[src/rtl/arith_selftest.sv]
`default_nettype none
// ============================================================================
// Module      : arith_selftest
// Description : Self-checking arithmetic cell. Issues a deterministic operand
//               sequence into a registered datapath (add i8, add i8v4 or
//               add_mul i8), compares each result against an independent
//               golden model and reports sticky fail / finish flags.
// Revision    : 1.0 - initial release
// ============================================================================
module arith_selftest #(
    parameter int OP          = 0,
    parameter int NUM_VECTORS = 16,
    parameter int INJECT_AT   = 256
) (
    input  logic clock,
    input  logic reset,
    output logic fail,
    output logic finish
);

    // Datapath latency: one result stage for the adds, product + sum for add_mul
    localparam int         c_LAT     = (OP == 2) ? 2 : 1;
    localparam logic [7:0] c_LAST    = 8'(NUM_VECTORS - 1);
    localparam bit         c_INJ_EN  = (INJECT_AT >= 0) && (INJECT_AT < NUM_VECTORS);
    localparam logic [7:0] c_INJ_IDX = 8'(INJECT_AT);

    localparam logic [1:0] c_ST_RUN   = 2'd0;
    localparam logic [1:0] c_ST_DRAIN = 2'd1;
    localparam logic [1:0] c_ST_DONE  = 2'd2;

    logic [1:0]       r_state;
    logic [7:0]       r_idx;
    logic             r_fail;
    logic             r_finish;
    logic [c_LAT-1:0] r_vld;
    logic [7:0]       r_vidx [c_LAT];

    logic             w_issue;
    logic             w_out_vld;
    logic [7:0]       w_out_idx;
    logic [31:0]      w_dp;
    logic [31:0]      w_gold;
    logic             w_inj;
    logic             w_mis;

    assign w_out_vld = r_vld[c_LAT-1];
    assign w_out_idx = r_vidx[c_LAT-1];

    // A mismatch halts issuing on the very edge that records it
    assign w_issue = (r_state == c_ST_RUN) && !w_mis;

    assign w_inj = c_INJ_EN && (w_out_idx == c_INJ_IDX);
    assign w_mis = w_out_vld && ((w_dp ^ {31'b0, w_inj}) != w_gold);

    assign fail   = r_fail;
    assign finish = r_finish;

    // Control FSM, issue index, valid/index tracking and sticky status flags
    always_ff @(posedge clock or posedge reset) begin
        if (reset) begin
            r_state  <= c_ST_RUN;
            r_idx    <= 8'd0;
            r_fail   <= 1'b0;
            r_finish <= 1'b0;
            r_vld    <= '0;
            for (int j = 0; j < c_LAT; j++) begin
                r_vidx[j] <= 8'd0;
            end
        end else begin
            r_fail   <= r_fail | w_mis;
            // A mismatch on the last vector ends the run on the same edge
            r_finish <= r_finish | (r_state == c_ST_DONE) |
                        (w_mis && (w_out_idx == c_LAST));

            r_vld[0]  <= w_issue;
            r_vidx[0] <= r_idx;
            for (int j = 1; j < c_LAT; j++) begin
                r_vld[j]  <= r_vld[j-1];
                r_vidx[j] <= r_vidx[j-1];
            end
            // In-flight results are meaningless once a mismatch has been seen
            if (w_mis) begin
                r_vld <= '0;
            end

            case (r_state)
                c_ST_RUN: begin
                    if (w_mis) begin
                        r_state <= c_ST_DONE;
                    end else begin
                        r_idx <= r_idx + 8'd1;
                        if (r_idx == c_LAST) begin
                            r_state <= c_ST_DRAIN;
                        end
                    end
                end
                c_ST_DRAIN: begin
                    if (w_mis || (w_out_vld && (w_out_idx == c_LAST))) begin
                        r_state <= c_ST_DONE;
                    end
                end
                c_ST_DONE: begin
                    r_state <= c_ST_DONE;
                end
                default: begin
                    r_state <= c_ST_DONE;
                end
            endcase
        end
    end

    generate
        if (OP == 2) begin : g_op_addmul
            logic [7:0] r_a, r_b, r_c;
            logic [7:0] r_p, r_cd, r_y;
            logic [7:0] w_prod;
            logic [7:0] w_ga, w_gb, w_gc, w_gp;

            // Operands advance incrementally so they never reuse the golden multiplier
            always_ff @(posedge clock or posedge reset) begin
                if (reset) begin
                    r_a <= 8'h11;
                    r_b <= 8'hC8;
                    r_c <= 8'h07;
                end else if (w_issue) begin
                    r_a <= r_a + 8'h25;
                    r_b <= r_b + 8'h5B;
                    r_c <= r_c + 8'h0F;
                end
            end

            assign w_prod = r_a * r_b;

            // Stage 1 registers the truncated product and delays c; stage 2 adds
            always_ff @(posedge clock or posedge reset) begin
                if (reset) begin
                    r_p  <= 8'd0;
                    r_cd <= 8'd0;
                    r_y  <= 8'd0;
                end else begin
                    r_p  <= w_prod;
                    r_cd <= r_c;
                    r_y  <= r_p + r_cd;
                end
            end

            assign w_dp   = {24'b0, r_y};
            assign w_ga   = w_out_idx * 8'h25 + 8'h11;
            assign w_gb   = w_out_idx * 8'h5B + 8'hC8;
            assign w_gc   = w_out_idx * 8'h0F + 8'h07;
            assign w_gp   = w_ga * w_gb;
            assign w_gold = {24'b0, w_gp + w_gc};
        end else if (OP == 1) begin : g_op_vec
            for (genvar k = 0; k < 4; k++) begin : g_lane
                localparam logic [7:0] c_A_OFS = 8'(64 * k);
                localparam logic [7:0] c_B_OFS = 8'(33 * k);

                logic [7:0] r_a, r_b, r_y;
                logic [7:0] w_ga, w_gb;

                // Per-lane operands, each lane starting at its own offset
                always_ff @(posedge clock or posedge reset) begin
                    if (reset) begin
                        r_a <= 8'h11 + c_A_OFS;
                        r_b <= 8'hC8 + c_B_OFS;
                    end else if (w_issue) begin
                        r_a <= r_a + 8'h25;
                        r_b <= r_b + 8'h5B;
                    end
                end

                // Lane adder is 8 bits wide, so no carry can leak into the next lane
                always_ff @(posedge clock or posedge reset) begin
                    if (reset) begin
                        r_y <= 8'd0;
                    end else begin
                        r_y <= r_a + r_b;
                    end
                end

                assign w_dp[8*k +: 8]   = r_y;
                assign w_ga             = w_out_idx * 8'h25 + 8'h11 + c_A_OFS;
                assign w_gb             = w_out_idx * 8'h5B + 8'hC8 + c_B_OFS;
                assign w_gold[8*k +: 8] = w_ga + w_gb;
            end
        end else begin : g_op_add
            logic [7:0] r_a, r_b, r_y;
            logic [7:0] w_ga, w_gb;

            // Scalar operands stepped once per issued vector
            always_ff @(posedge clock or posedge reset) begin
                if (reset) begin
                    r_a <= 8'h11;
                    r_b <= 8'hC8;
                end else if (w_issue) begin
                    r_a <= r_a + 8'h25;
                    r_b <= r_b + 8'h5B;
                end
            end

            // Single registered 8-bit wrap-around add
            always_ff @(posedge clock or posedge reset) begin
                if (reset) begin
                    r_y <= 8'd0;
                end else begin
                    r_y <= r_a + r_b;
                end
            end

            assign w_dp   = {24'b0, r_y};
            assign w_ga   = w_out_idx * 8'h25 + 8'h11;
            assign w_gb   = w_out_idx * 8'h5B + 8'hC8;
            assign w_gold = {24'b0, w_ga + w_gb};
        end
    endgenerate

endmodule
`default_nettype wire

[config.mk]
export PLATFORM = sky130hd
export DESIGN_NAME = arith_selftest
export DESIGN_NICKNAME = d
export VERILOG_FILES = /design/src/rtl/arith_selftest.sv
export SDC_FILE = /design/constraint.sdc
export NUM_CORES = 1
export LEC_CHECK = 0
export ABC_AREA = 1
export BUFFER_PORTS_ARGS = -buffer_cell sky130_fd_sc_hd__clkbuf_2
export CORE_MARGIN = 1
export CORE_UTILIZATION = 30
export DETAILED_ROUTE_END_ITERATION = 16
export GPL_TIMING_DRIVEN = 0
export PLACE_DENSITY = 0.47
export SYNTH_ARGS = -nofsm -noshare
export SYNTH_HDL_FRONTEND = slang
export SYNTH_SLANG_ARGS = --single-unit
[constraint.sdc]
create_clock -name clock -period 12.2 [get_ports clock]
set_input_delay 0.61 -clock clock [delete_from_list [all_inputs] [get_ports clock]]
set_output_delay 0.61 -clock clock [all_outputs]
set_load 0.01 [all_outputs]
# [Word level (Yosys, flattened, before mapping)]
# Cells that the tools add are included.
[word_totals] out_inout_bits=2 ff_bits=45 latch_bits=0 romBits=0 ram_bits=0 memories=0
[op_classes] shifts=0 n_eq_ne=7 mux=5 n_addsub=7 reduce_logical=9 n_bitwise=4 n_div=0 n_mul=2 order_cmp=0
[ops] operator="adder 8 bit" count=2
[ops] operator="== test 8 x 4 -> 1 bit, second input constant" count=2
[ops] operator="adder 8 x 1 -> 8 bit, second input constant" count=1
[ops] operator="adder 8 x 5 -> 8 bit, second input constant" count=1
[ops] operator="adder 8 x 6 -> 8 bit, second input constant" count=1
[ops] operator="adder 8 x 7 -> 8 bit, second input constant" count=1
[ops] operator="adder 8 bit, second input constant" count=1
[ops] operator="multiplier 8 x 6 -> 8 bit, second input constant" count=1
[ops] operator="multiplier 8 x 7 -> 8 bit, second input constant" count=1
[ops] operator="inequality test 8 bit" count=1
[ops] operator="2-to-1 mux 2 bit" count=3
[ops] operator="logical AND 1 bit" count=4
[ops] operator="case mux 2 bit (2 select lines)" count=1
[ops] operator="AND reduction 2 bit" count=2
[ops] operator="inequality test 3 x 2 -> 1 bit, second input constant" count=1
[ops] operator="bitwise OR 1 bit" count=3
[ops] operator="== test 2 x 1 -> 1 bit, second input constant" count=1
[ops] operator="== test 2 bit, second input constant" count=1
[ops] operator="logical NOT 2 bit" count=1
[ops] operator="inequality test 2 bit, second input constant" count=1
[ops] operator="logical NOT 1 bit" count=1
[ops] operator="logical OR 1 bit" count=1
[ops] operator="2-to-1 mux 1 bit" count=1
[ops] operator="inverter 1 bit" count=1

# [Depth between registers and ports, before layout]
# Gate-level depths: netlist (run 1).
[depth] ltp_word=8 mapped_depth=28 ltp_nobuf=27

# [Worst setup path after synthesis (run 1)]
# Ideal clock, no wire load.
[synth_path] path_kind="reg-to-reg" start="reg r_vidx[1] in the netlist's numbering" end="reg r_state[0]" path_stages_with_launch=22 setup_slack_ns=7.066 path_buffers=2 arrival_ns=5.016 cell_sequence="dfrtp_1 fa_1 fa_1 inv_1 fa_1 fa_1 inv_1 fa_1 inv_1 fa_1 inv_1 ha_1 xnor2_1 or2_2 nand4_1 nor2_1 nand3_2 nand2_4 buf_12 buf_12 nand4_2 nand2_1"
[synth_between] elab_chain_len=8 elab_cells_between_ends=15 classes_between="add/sub (3); mul (2); eq/ne (4); mux (2); reduce/logical (4)"
[synth_lines] element="start: declaration" line="36" text="logic [7:0] r_vidx [c_LAT];"
[synth_lines] element="start signal: indexed assignment" line="79" text="r_vidx[j] <= r_vidx[j-1];"
[synth_lines] element="multiplier 8 x 6 -> 8 bit or multiplier 8 x 7 -> 8 bit (tied branches)" line="211, 212"
[synth_lines] element="adder 8 x 5 -> 8 bit or adder 8 bit (tied branches)" line="211, 212"
[synth_lines] element="adder 8 bit" line="213" text="assign w_gold = {24'b0, w_ga + w_gb};"
[synth_lines] element="inequality test 8 bit" line="53" text="assign w_mis = w_out_vld && ((w_dp ^ {31'b0, w_inj}) != w_gold);"
[synth_lines] element="logical AND 1 bit" line="53"
[synth_lines] element="logical OR 1 bit" line="98" text="if (w_mis || (w_out_vld && (w_out_idx == c_LAST))) begin"
[synth_lines] element="inequality test 2 bit (no line)"
[synth_lines] element="AND reduction 2 bit (no line)"
[synth_lines] element="end signal: assignment" line="61" text="r_state <= c_ST_RUN;"
[synth_lines] element="end signal: assignment" line="99" text="r_state <= c_ST_DONE;"
[synth_lines] element="end signal: assignment" line="103" text="r_state <= c_ST_DONE;"
[synth_lines] element="end: declaration" line="31" text="logic [1:0] r_state;"
# Parallel ways exist; a longest one is shown, timed or not.
# A chain may end at the register's enable or synchronous reset.

# [Worst setup path in the final report (run 1)]
[layout_path] start="reg r_vidx[1] in the netlist's numbering" end="reg r_idx[3]"
[layout_between] elab_chain_len=7 elab_cells_between_ends=9 classes_between="add/sub (3); mul (2); eq/ne (1); bitwise (1); reduce/logical (2)"
[layout_lines] element="multiplier 8 x 6 -> 8 bit or multiplier 8 x 7 -> 8 bit (tied branches)" line="211, 212"
[layout_lines] element="adder 8 x 5 -> 8 bit or adder 8 bit (tied branches)" line="211, 212"
[layout_lines] element="adder 8 bit (*)" line="213"
[layout_lines] element="inequality test 8 bit (*)" line="53"
[layout_lines] element="logical AND 1 bit (*)" line="53"
[layout_lines] element="inverter 1 bit (no line) (*)"
[layout_lines] element="AND reduction 2 bit (no line) (*)"
[layout_lines] element="end signal: assignment" line="91" text="r_idx <= r_idx + 8'd1;"
[layout_lines] element="end: declaration" line="32" text="logic [7:0] r_idx;"
# Every way passes the cells marked *; elsewhere a longest branch is shown, timed or not.

==> results of run 1 <==
[flip-flops by register name, indices dropped and copies added, names as in the netlist]
name          count
r_vidx            8
g_op_add.r_a      8
r_idx             8
fail              1
g_op_add.r_b      8
finish            1
r_vld             1
r_state           2
g_op_add.r_y      8
[metrics by stage]
step           instance area (um^2)  hold WS (ns)
5_1_grt                        3840         0.377
3_3_place_gp                   3650         0.462
4_1_cts                        3840         0.351
6_report                       3840         0.331
2_1_floorplan                  3460         0.412
3_5_place_dp                   3670         0.463
[where the power goes]
group          total (mW)  internal (mW)  switching, mW
registers           0.149          0.149              0
clock network       0.157         0.0970         0.0597
logic             0.00383       0.000785        0.00304
[logic make-up (layout without fill, tap and decap cells)]
group | after synthesis | count (layout) | synth area share (%)
AO/OA/AOI/OAI | 22 | 22 | 3.76
XOR/XNOR | 35 | 35 | 8.87
AND/OR/NAND/NOR | 165 | 165 | 22.6
adder cells (fa/ha/maj) | 50 | 50 | 22.0
flip-flops | 45 | 45 | 32.8
buffers and inverters | 78 | 90 | 10.0
[cell usage in the layout, fill, tap and decap left out, types with 2 or more instances in the layout]
cell type	count
a21o_1	3
a21oi_1	6
buf_12	3
buf_2	2
buf_4	2
clkbuf_16	5
clkbuf_2	3
dfrtp_1	40
dfstp_2	5
fa_1	18
ha_1	32
inv_1	68
inv_2	3
nand2_1	98
nand2_2	3
nand2_4	2
nand3_1	27
nand3_2	8
nand3b_1	4
nand4_1	4
nor2_1	8
nor2_2	2
nor3_1	3
nor4_1	2
o21ai_0	8
or2_1	2
xnor2_1	16
xor2_1	19
[Yosys cell counts (all sizes together) (4+ instances only)]
cell type,number
nand3b,4
xor2,19
buf,7
inv,71
a21oi,6
fa,18
dfstp,5
dfrtp,40
o21ai,8
nand2,103
nor2,10
ha,32
nand4,5
xnor2,16
nand3,35
[routing by layer]
layer	global-route usage, %	part of all wire [%]
met1	16.8	50
met4	3.62	1.4
met5	0	0
met2	21.1	47
met3	1.60	1.1
[how the worst max path moves through the flow]
stage	to
6_report	r_idx[3]
3_3_place_gp	r_idx[2]
4_1_cts	r_idx[3]
3_5_place_dp	r_idx[3]
2_1_floorplan	r_state[0]
5_1_grt	r_idx[1]
[cell type report]
cell class / instances / area, um^2 / area share (%)
clock buffer: 5 / 125 / 3.26
inverter: 71 / 267 / 6.94
multi-input combinational: 272 / 1980 / 51.5
tap: 140 / 175 / 4.56
sequential: 45 / 1130 / 29.5
timing repair buffer: 4 / 35.0 / 0.913
buffer: 7 / 80.1 / 2.09
clock inverter: 3 / 46.3 / 1.21
==> impl_metrics.yaml, run 1 <==
clocking:
  clock_sinks: 45
  cts_resized: 0
  cts_tree: "built"
  htreeDepth: 2
  clock_latency_ns: 0.29
  cts_setup_buffers: 0
  cts-hold-fix-buffers: 0
  clk_pin_slew_worst_paths_ns: 0.07
  root_buffer: "clkbuf_16"
  numCtsBuffers: 5
  cts_buffer_depth: 2
yosys:
  ys_async_sr_fraction_pct: 100
  netlist_instances: 395
  synth_edf_count: 0
  yosysWarningCount: 0
  synth.net_count: 447
  ys_seq_area_share_pct: 32.8
  yosysTopAreaCell: "dfrtp_1"
  synth_top_area_share_pct: 29.0
  syn_area_um2: 3460
  ys_types: 34
  ys.flop_type: "dfrtp_1"
  synth_area_leaders: "dfrtp_1 (29%), ha_1 (12%), nand2_1 (11%), fa_1 (10%), inv_1 (7.5%)"
  synth.ff_latch_count: 45
  synth.avg_cell_area_um2: 8.75
route:
  via_count: 2395
  vias_per_cell: 4.38
  first_pass_iters: 4
  routed_wl_mm: 6.72
  drt_iter0_drc: 103
  ant_nets: 0
  drc: 0
  wire_per_inst_um: 12.3
worst_setup_path:
  cp-startpoint: "r_vidx[1]"
  crit_slowest_cell: "fa_1"
  critPathLaunchType: "register"
  worst-path-buf-inv: 5
  arrival_ns: 5.69
  cp_max_fo: 10
  r2r_slack_ns: 6.69
  r2r-start: "r_vidx[1]"
  cpLargestDelayFamily: "adder cells"
  cp.depth: 21
  end_kind: "register"
  cp.required_ns: 12.38
  reg2reg_depth: 21
  timing.rr.end: "r_idx[3]"
  slowest_delay_ns: 0.55
  worst-setup-path-type: "register to register"
  path_common_cell: "fa_1"
  cp_cell_sequence: "fa_1, fa_1, inv_1, fa_1, fa_1, inv_1, fa_1, inv_1, fa_1, inv_1, ha_1, xnor2_1, or2_2, nand4_1, nor2_1, nand3_2, nand2_4, nand2_4, buf_4, nand2_1, nand2_1"
power_and_ir_drop:
  finalPower_mw: 0.310
  power.density_nw_per_um2: 80.7
  worst_ir_drop_vdd_v: 0.0000514
  cellLeakagePower_nw: 2.02
timing:
  fin_ws_ns: 6.69
  fin_setup_tns_ns: 0
  slew_headroom_pct: 66.4
  fin_crit_ns: 5.51
  slew_violations: 0
  finalSetupViolations: 0
  period_share_pct: 45.1
  fin_skew_ns: 0.00407
  fmaxAchievable_mhz: 182
  rsz0062_at_grt: "false"
  finalHoldViolCount: 0
  worstMarginPinSlew_ns: 0.503
global_route:
  grt_util_all_layers_pct: 12.5
  overflow: 0
  grt_pass1_vias: 2399
  grt_max_degree: 24
  antenna_found_initial: 0
  grt_pass1_wl_mm: 11.5
placement:
  dp.cells: 539
  dp_hpwl_mm: 5.38
  port_buffers: 3
  place_congestion: 0.800
  dp_slack_ns: 6.61
outcome:
  status: "finished, final reports clean"
die:
  rows: 38
  core_area_um2: 11000
  pin_count: 4
  die-width_um: 109
  die_area_um2: 12000
  initial_core_util_pct: 31.3
  die_h_um: 109
run:
  drv_cap: 0
worst_hold_path:
  hold_path.class: "input pin to async pin"
layout:
  fin_cells: 547
  drive_gt1_share_pct: 10.8
  final_nets: 458
  syn_to_final_growth_pct: 11.0
  fill_cells: 1149
  utilization_pct: 34.8
  n_antenna_cell: 0
Note: power is estimated with default switching activity, not from simulation.
==> run 2, diff against run 1 <==
--- a/config.mk
+++ b/config.mk
@@ -11,7 +11,7 @@
 export CORE_UTILIZATION = 30
 export DETAILED_ROUTE_END_ITERATION = 16
 export GPL_TIMING_DRIVEN = 0
-export PLACE_DENSITY = 0.47
+export PLACE_DENSITY = 0.48
 export SYNTH_ARGS = -nofsm -noshare
 export SYNTH_HDL_FRONTEND = slang
 export SYNTH_SLANG_ARGS = --single-unit
==> constraint.sdc (replaced) <==
create_clock -name clock -period 4.85 [get_ports clock]
set_input_delay 0.2425 -clock clock [delete_from_list [all_inputs] [get_ports clock]]
set_output_delay 0.2425 -clock clock [all_outputs]
set_load 0.01 [all_outputs]
==> impl_metrics.yaml, run 2 (synthesis gave the netlist of run 1 again) <==
route:
  vias_per_cell: 4.37
  met2_length_mm: 3.16
  routed_wl_mm: 6.75
  first_pass_iters: 4
  ant_nets: 0
  highest_layer: "met4"
  via_count: 2422
  wl_met1_mm: 3.33
  drc: 0
  drt_iter0_drc: 80
  wire_per_inst_um: 12.2
  routed-wl-met3_um: 127
worst_hold_path:
  hold_path.class: "register to register"
  whs_path_depth: 0
timing:
  slew_violations: 0
  finalSetupViolations: 29
  fin_ws_ns: -0.185
  fin_crit_ns: 5.03
  fin_skew_ns: 0.00720
  finalHoldViolCount: 0
  fmaxAchievable_mhz: 199
  holdWs_ns: 0.466
  period_share_pct: 104
  slew_headroom_pct: 61.8
  rsz0062_at_grt: "true"
  worstMarginPinSlew_ns: 0.573
layout:
  multi_input_area_um2: 2030
  final_cell_mix: "nand2_1 (98), inv_1 (66), dfrtp_1 (38)"
  final_common_cell: "nand2_1"
  ff_latch_area_um2: 1130
  fill_cells: 1135
  fin_cells: 554
  drive_gt1_share_pct: 14.3
  final_nets: 465
  syn_to_final_growth_pct: 16.7
  n_antenna_cell: 0
worst_setup_path:
  cpLargestDelayFamily: "adder cells"
  arrival_ns: 5.21
  r2r_slack_ns: -0.18
  path_common_cell: "fa_1"
  r2r-start: "r_vidx[5]"
  end_kind: "register"
  worst-setup-path-type: "register to register"
  cp_max_fo: 6
  slowest_delay_ns: 0.51
  timing.rr.end: "g_op_add.r_a[6]"
  worst-path-buf-inv: 5
  cp.depth: 21
  cp-endpoint: "g_op_add.r_a[6]"
  reg2reg_depth: 21
  cp-startpoint: "r_vidx[5]"
  crit_slowest_cell: "fa_1"
  cp_cell_sequence: "fa_1, fa_1, inv_1, fa_1, fa_1, inv_2, fa_1, inv_1, fa_1, inv_2, ha_4, xnor2_4, or2_4, nand4_1, nor2_2, nand3_2, nand2_4, nand2_8, buf_8, nand2_1, nand2_1"
  critPathLaunchType: "register"
  cp.required_ns: 5.03
global_route:
  grt_pass1_wl_mm: 11.9
  grt_util_all_layers_pct: 13.0
  grt_max_degree: 25
  overflow: 0
  antenna_found_initial: 0
  grt_pass1_vias: 2462
die:
  pin_count: 4
  initial_core_util_pct: 31.3
  core_area_um2: 11000
  rows: 38
  die_h_um: 109
  die_area_um2: 12000
  die-width_um: 109
power_and_ir_drop:
  cellLeakagePower_nw: 2.11
  power.density_nw_per_um2: 203
  worst_ir_drop_vdd_v: 0.000127
  finalPower_mw: 0.818
placement:
  place_congestion: 0.811
  dp.cells: 539
  dp_hpwl_mm: 5.29
  port_buffers: 3
clocking:
  numCtsBuffers: 5
  clock_sinks: 45
  cts_tree: "built"
  htreeDepth: 2
  clk_pin_slew_worst_paths_ns: 0.06
  cts_buffer_depth: 2
  clock_latency_ns: 0.28
  root_buffer: "clkbuf_16"
outcome:
  status: "finished, violations left"
  violations: "setup timing"
run:
  drv_cap: 0
-- run 2: changes by cell type in the layout (fill, tap and decap cells not counted), sizes merged --
cell | previous run | this run
clkinvlp | 1 | 0
bufinv | 1 | 2
buf | 8 | 14
dlygate4sd3 | 0 | 1
-- run 2: worst min-delay path by stage --
stage | startpoint | to | slack [ns]
floorplan | r_idx[7] | r_vidx[7] | 0.41
global placement | r_idx[1] | r_vidx[1] | 0.46
detailed placement | reset | g_op_add.r_y[0] | 0.30
CTS | r_idx[7] | r_vidx[7] | 0.46
global route | r_idx[7] | r_vidx[7] | 0.49
finish | r_idx[1] | r_vidx[1] | 0.47
-- run 2: layout make-up --
| class | instances | area share [%] |
|---|---|---|
| Buffer | 7 | 2.48 |
| Clock buffer | 5 | 3.10 |
| Clock inverter | 3 | 1.61 |
| Inverter | 71 | 6.60 |
| Multi-Input combinational cell | 272 | 50.4 |
| Sequential cell | 45 | 28.1 |
| Tap cell | 140 | 4.34 |
| Timing Repair Buffer | 11 | 3.35 |
-- run 2: metrics by stage --
step	util (%)	setup TNS [ns]	area [um^2]	setup slack, ns
floorplan	-	0	3480	0.0534
CTS	36.3	-5.52	4010	-0.215
finish	36.6	-4.42	4040	-0.185
global route	36.6	-11.31	4040	-0.425
global placement	33.3	-7.02	3670	-0.294
detailed placement	33.4	-6.81	3690	-0.293
-- run 2: what timing repair did --
action,in CTS,in global routing
setup endpoints to repair,29,29
setup buffers,5,0
cloned,1,0
resized for setup,8,7
pin swaps,6,2
hold buffers,1,0
hold endpoints to repair,21,0
-- run 2: worst register-to-register path, stage by stage, from the launching register on --
cell	delay [ns]
dfrtp_2	0.42
fa_1	0.50
fa_1	0.49
inv_1	0.05
fa_1	0.46
fa_1	0.51
inv_2	0.04
fa_1	0.47
inv_1	0.05
fa_1	0.51
inv_2	0.05
ha_4	0.30
xnor2_4	0.12
or2_4	0.13
nand4_1	0.11
nor2_2	0.12
nand3_2	0.10
nand2_4	0.11
nand2_8	0.09
buf_8	0.17
nand2_1	0.07
nand2_1	0.05
-- run 2: where the power goes --
part	total, mW	internal (mW)	switching (mW)
sequential	0.376	0.376	0
combinational	0.0102	0.00249	0.00768
clock	0.432	0.294	0.138
-- run 2: metal layers --
metal / vias up / GRT usage, %
met5: - / 0
met3: 11 / 1.66
li1: 1271 / -
met1: 1121 / 17.5
met4: 0 / 4.76
met2: 19 / 21.3
==> run 3, diff against run 2 <==
--- a/config.mk
+++ b/config.mk
@@ -9,9 +9,11 @@
 export BUFFER_PORTS_ARGS = -buffer_cell sky130_fd_sc_hd__clkbuf_2
 export CORE_MARGIN = 1
 export CORE_UTILIZATION = 30
+export CTS_BUF_LIST = sky130_fd_sc_hd__clkbuf_16
 export DETAILED_ROUTE_END_ITERATION = 16
 export GPL_TIMING_DRIVEN = 0
 export PLACE_DENSITY = 0.48
+export SKIP_CTS_REPAIR_TIMING = 1
 export SYNTH_ARGS = -nofsm -noshare
 export SYNTH_HDL_FRONTEND = slang
 export SYNTH_SLANG_ARGS = --single-unit
==> constraint.sdc (replaced) <==
create_clock -name clock -period 4.2 [get_ports clock]
set_input_delay 0.21 -clock clock [delete_from_list [all_inputs] [get_ports clock]]
set_output_delay 0.21 -clock clock [all_outputs]
set_load 0.01 [all_outputs]
==> impl_metrics.yaml, run 3 (synthesis gave the netlist of run 1 again) <==
worst_setup_path:
  critPathLaunchType: "register"
  cp_cell_sequence: "fa_1, fa_1, inv_2, fa_1, fa_1, inv_1, fa_1, inv_1, fa_1, inv_2, ha_4, xnor2_4, or2_4, nand4_1, nor2_1, nand3_2, nand2_4, buf_12, inv_2, or2_1"
  path_common_cell: "fa_1"
  worst-setup-path-type: "register to register"
  cpLargestDelayFamily: "adder cells"
  cp.required_ns: 4.37
  arrival_ns: 5.22
  slowest_delay_ns: 0.52
  worst-path-buf-inv: 6
  cp_max_fo: 9
  crit_slowest_cell: "fa_1"
  end_kind: "register"
outcome:
  violations: "setup timing"
  status: "finished, violations left"
global_route:
  met3_usage_pct: 1.24
  grt_pass1_vias: 2396
  grtUsageMet1_pct: 16.7
  grt_use_met2_pct: 21.3
  grt_util_all_layers_pct: 12.4
  overflow: 0
  antenna_found_initial: 0
  grt_pass1_wl_mm: 11.4
  top_usage_layer: "met2"
  grt_max_degree: 24
clocking:
  clock_latency_ns: 0.28
  root_buffer: "clkbuf_16"
  clk_pin_slew_worst_paths_ns: 0.06
  clock_sinks: 45
  numCtsBuffers: 5
  cts_buffer_depth: 2
  cts_tree: "built"
  htreeDepth: 2
run:
  drv_cap: 0
power_and_ir_drop:
  power.density_nw_per_um2: 235
  finalPower_mw: 0.949
  worst_ir_drop_vdd_v: 0.000194
  cellLeakagePower_nw: 2.09
placement:
  place_congestion: 0.785
  port_buffers: 3
  dp.cells: 539
  dp_hpwl_mm: 5.30
worst_hold_path:
  hold_path.class: "register to register"
timing:
  fin_crit_ns: 5.05
  finalSetupViolations: 29
  slew_headroom_pct: 66.5
  fmaxAchievable_mhz: 198
  finalHoldViolCount: 0
  period_share_pct: 120
  slew_violations: 0
  fin_skew_ns: 0.00253
  fin_ws_ns: -0.847
  rsz0062_at_grt: "true"
  worstMarginPinSlew_ns: 0.502
layout:
  fill_cells: 1118
  final_common_cell: "nand2_1"
  fin_cells: 556
  syn_to_final_growth_pct: 16.9
  ff_latch_area_um2: 1130
  n_antenna_cell: 0
  multi_input_area_um2: 2070
  final_cell_mix: "nand2_1 (98), inv_1 (65), dfrtp_1 (38)"
  final_nets: 467
  drive_gt1_share_pct: 17.1
die:
  initial_core_util_pct: 31.3
  pin_count: 4
  rows: 38
  die_area_um2: 12000
  die_h_um: 109
  die-width_um: 109
  core_area_um2: 11000
route:
  first_pass_iters: 4
  vias_per_cell: 4.42
  drc: 0
  drt_iter0_drc: 89
  via_count: 2459
  wire_per_inst_um: 12.2
  ant_nets: 0
  routed_wl_mm: 6.76
[run 3: cell types whose count changed in the layout (fill, tap and decap cells not counted), moves of 2 or more]
cell,delta
nand3_1,-10
nand3_2,+10
buf_4,+4
buf_6,+3
buf_12,-2
buf_8,-2
[run 3: cell type report]
cell class	count	area share, %
Multi-Input combinational cell	272	51.3
Sequential cell	45	28.1
Inverter	71	6.60
Tap cell	140	4.34
Clock buffer	5	3.10
Timing Repair Buffer	13	2.69
Buffer	7	2.29
Clock inverter	3	1.61
[run 3: routing by layer]
| layer | part of all wire, % | vias to the layer above | wire, um |
|---|---|---|---|
| li1 | - | 1266 | - |
| met1 | 50 | 1175 | 3350 |
| met2 | 48 | 13 | 3280 |
| met3 | 1.1 | 5 | 75 |
| met4 | 0.90 | 0 | 61 |
| met5 | 0 | - | 0 |
[run 3: path summary, 6_finish.rpt]
check | from | end | slack (ns) | cells past startpoint
setup reg to reg | r_vidx[6] | fail | -0.85 | 20
max in group asynchronous | reset | g_op_add.r_b[3] | 3.15 | 4
setup / recovery | r_vidx[6] | fail | -0.85 | 20
hold / removal | r_idx[4] | r_vidx[4] | 0.47 | 0
hold reg to reg | r_idx[4] | r_vidx[4] | 0.47 | 0
min in group asynchronous | reset | g_op_add.r_y[0] | 0.48 | 3
[run 3: per-stage QoR]
stage / TNS, ns / instance area (um^2) / util, % / hold WS [ns] / setup slack [ns]
2_1_floorplan: -15.22 / 3530 / - / 0.412 / -0.591
3_3_place_gp: -26.44 / 3720 / 33.8 / 0.451 / -0.963
3_5_place_dp: -25.51 / 3740 / 33.9 / 0.251 / -0.935
4_1_cts: -26.08 / 3930 / 35.7 / -0.0490 / -0.951
5_1_grt: -30.73 / 4040 / 36.6 / 0.484 / -1.11
6_report: -23.59 / 4040 / 36.6 / 0.469 / -0.847
[run 3: power by group]
part | switching (mW) | internal (mW)
clock | 0.164 | 0.340
combinational | 0.00882 | 0.00288
sequential | 0 | 0.434
[run 3: worst register-to-register path, delay by kind of cell, from the launching register on]
kind	cells	cell delay, ns
DFF	1	0.42
buffers and inverters	6	0.37
xor gates and xnor gates	1	0.12
and+or+nand+nor	6	0.75
adders and majority gates	7	3.28
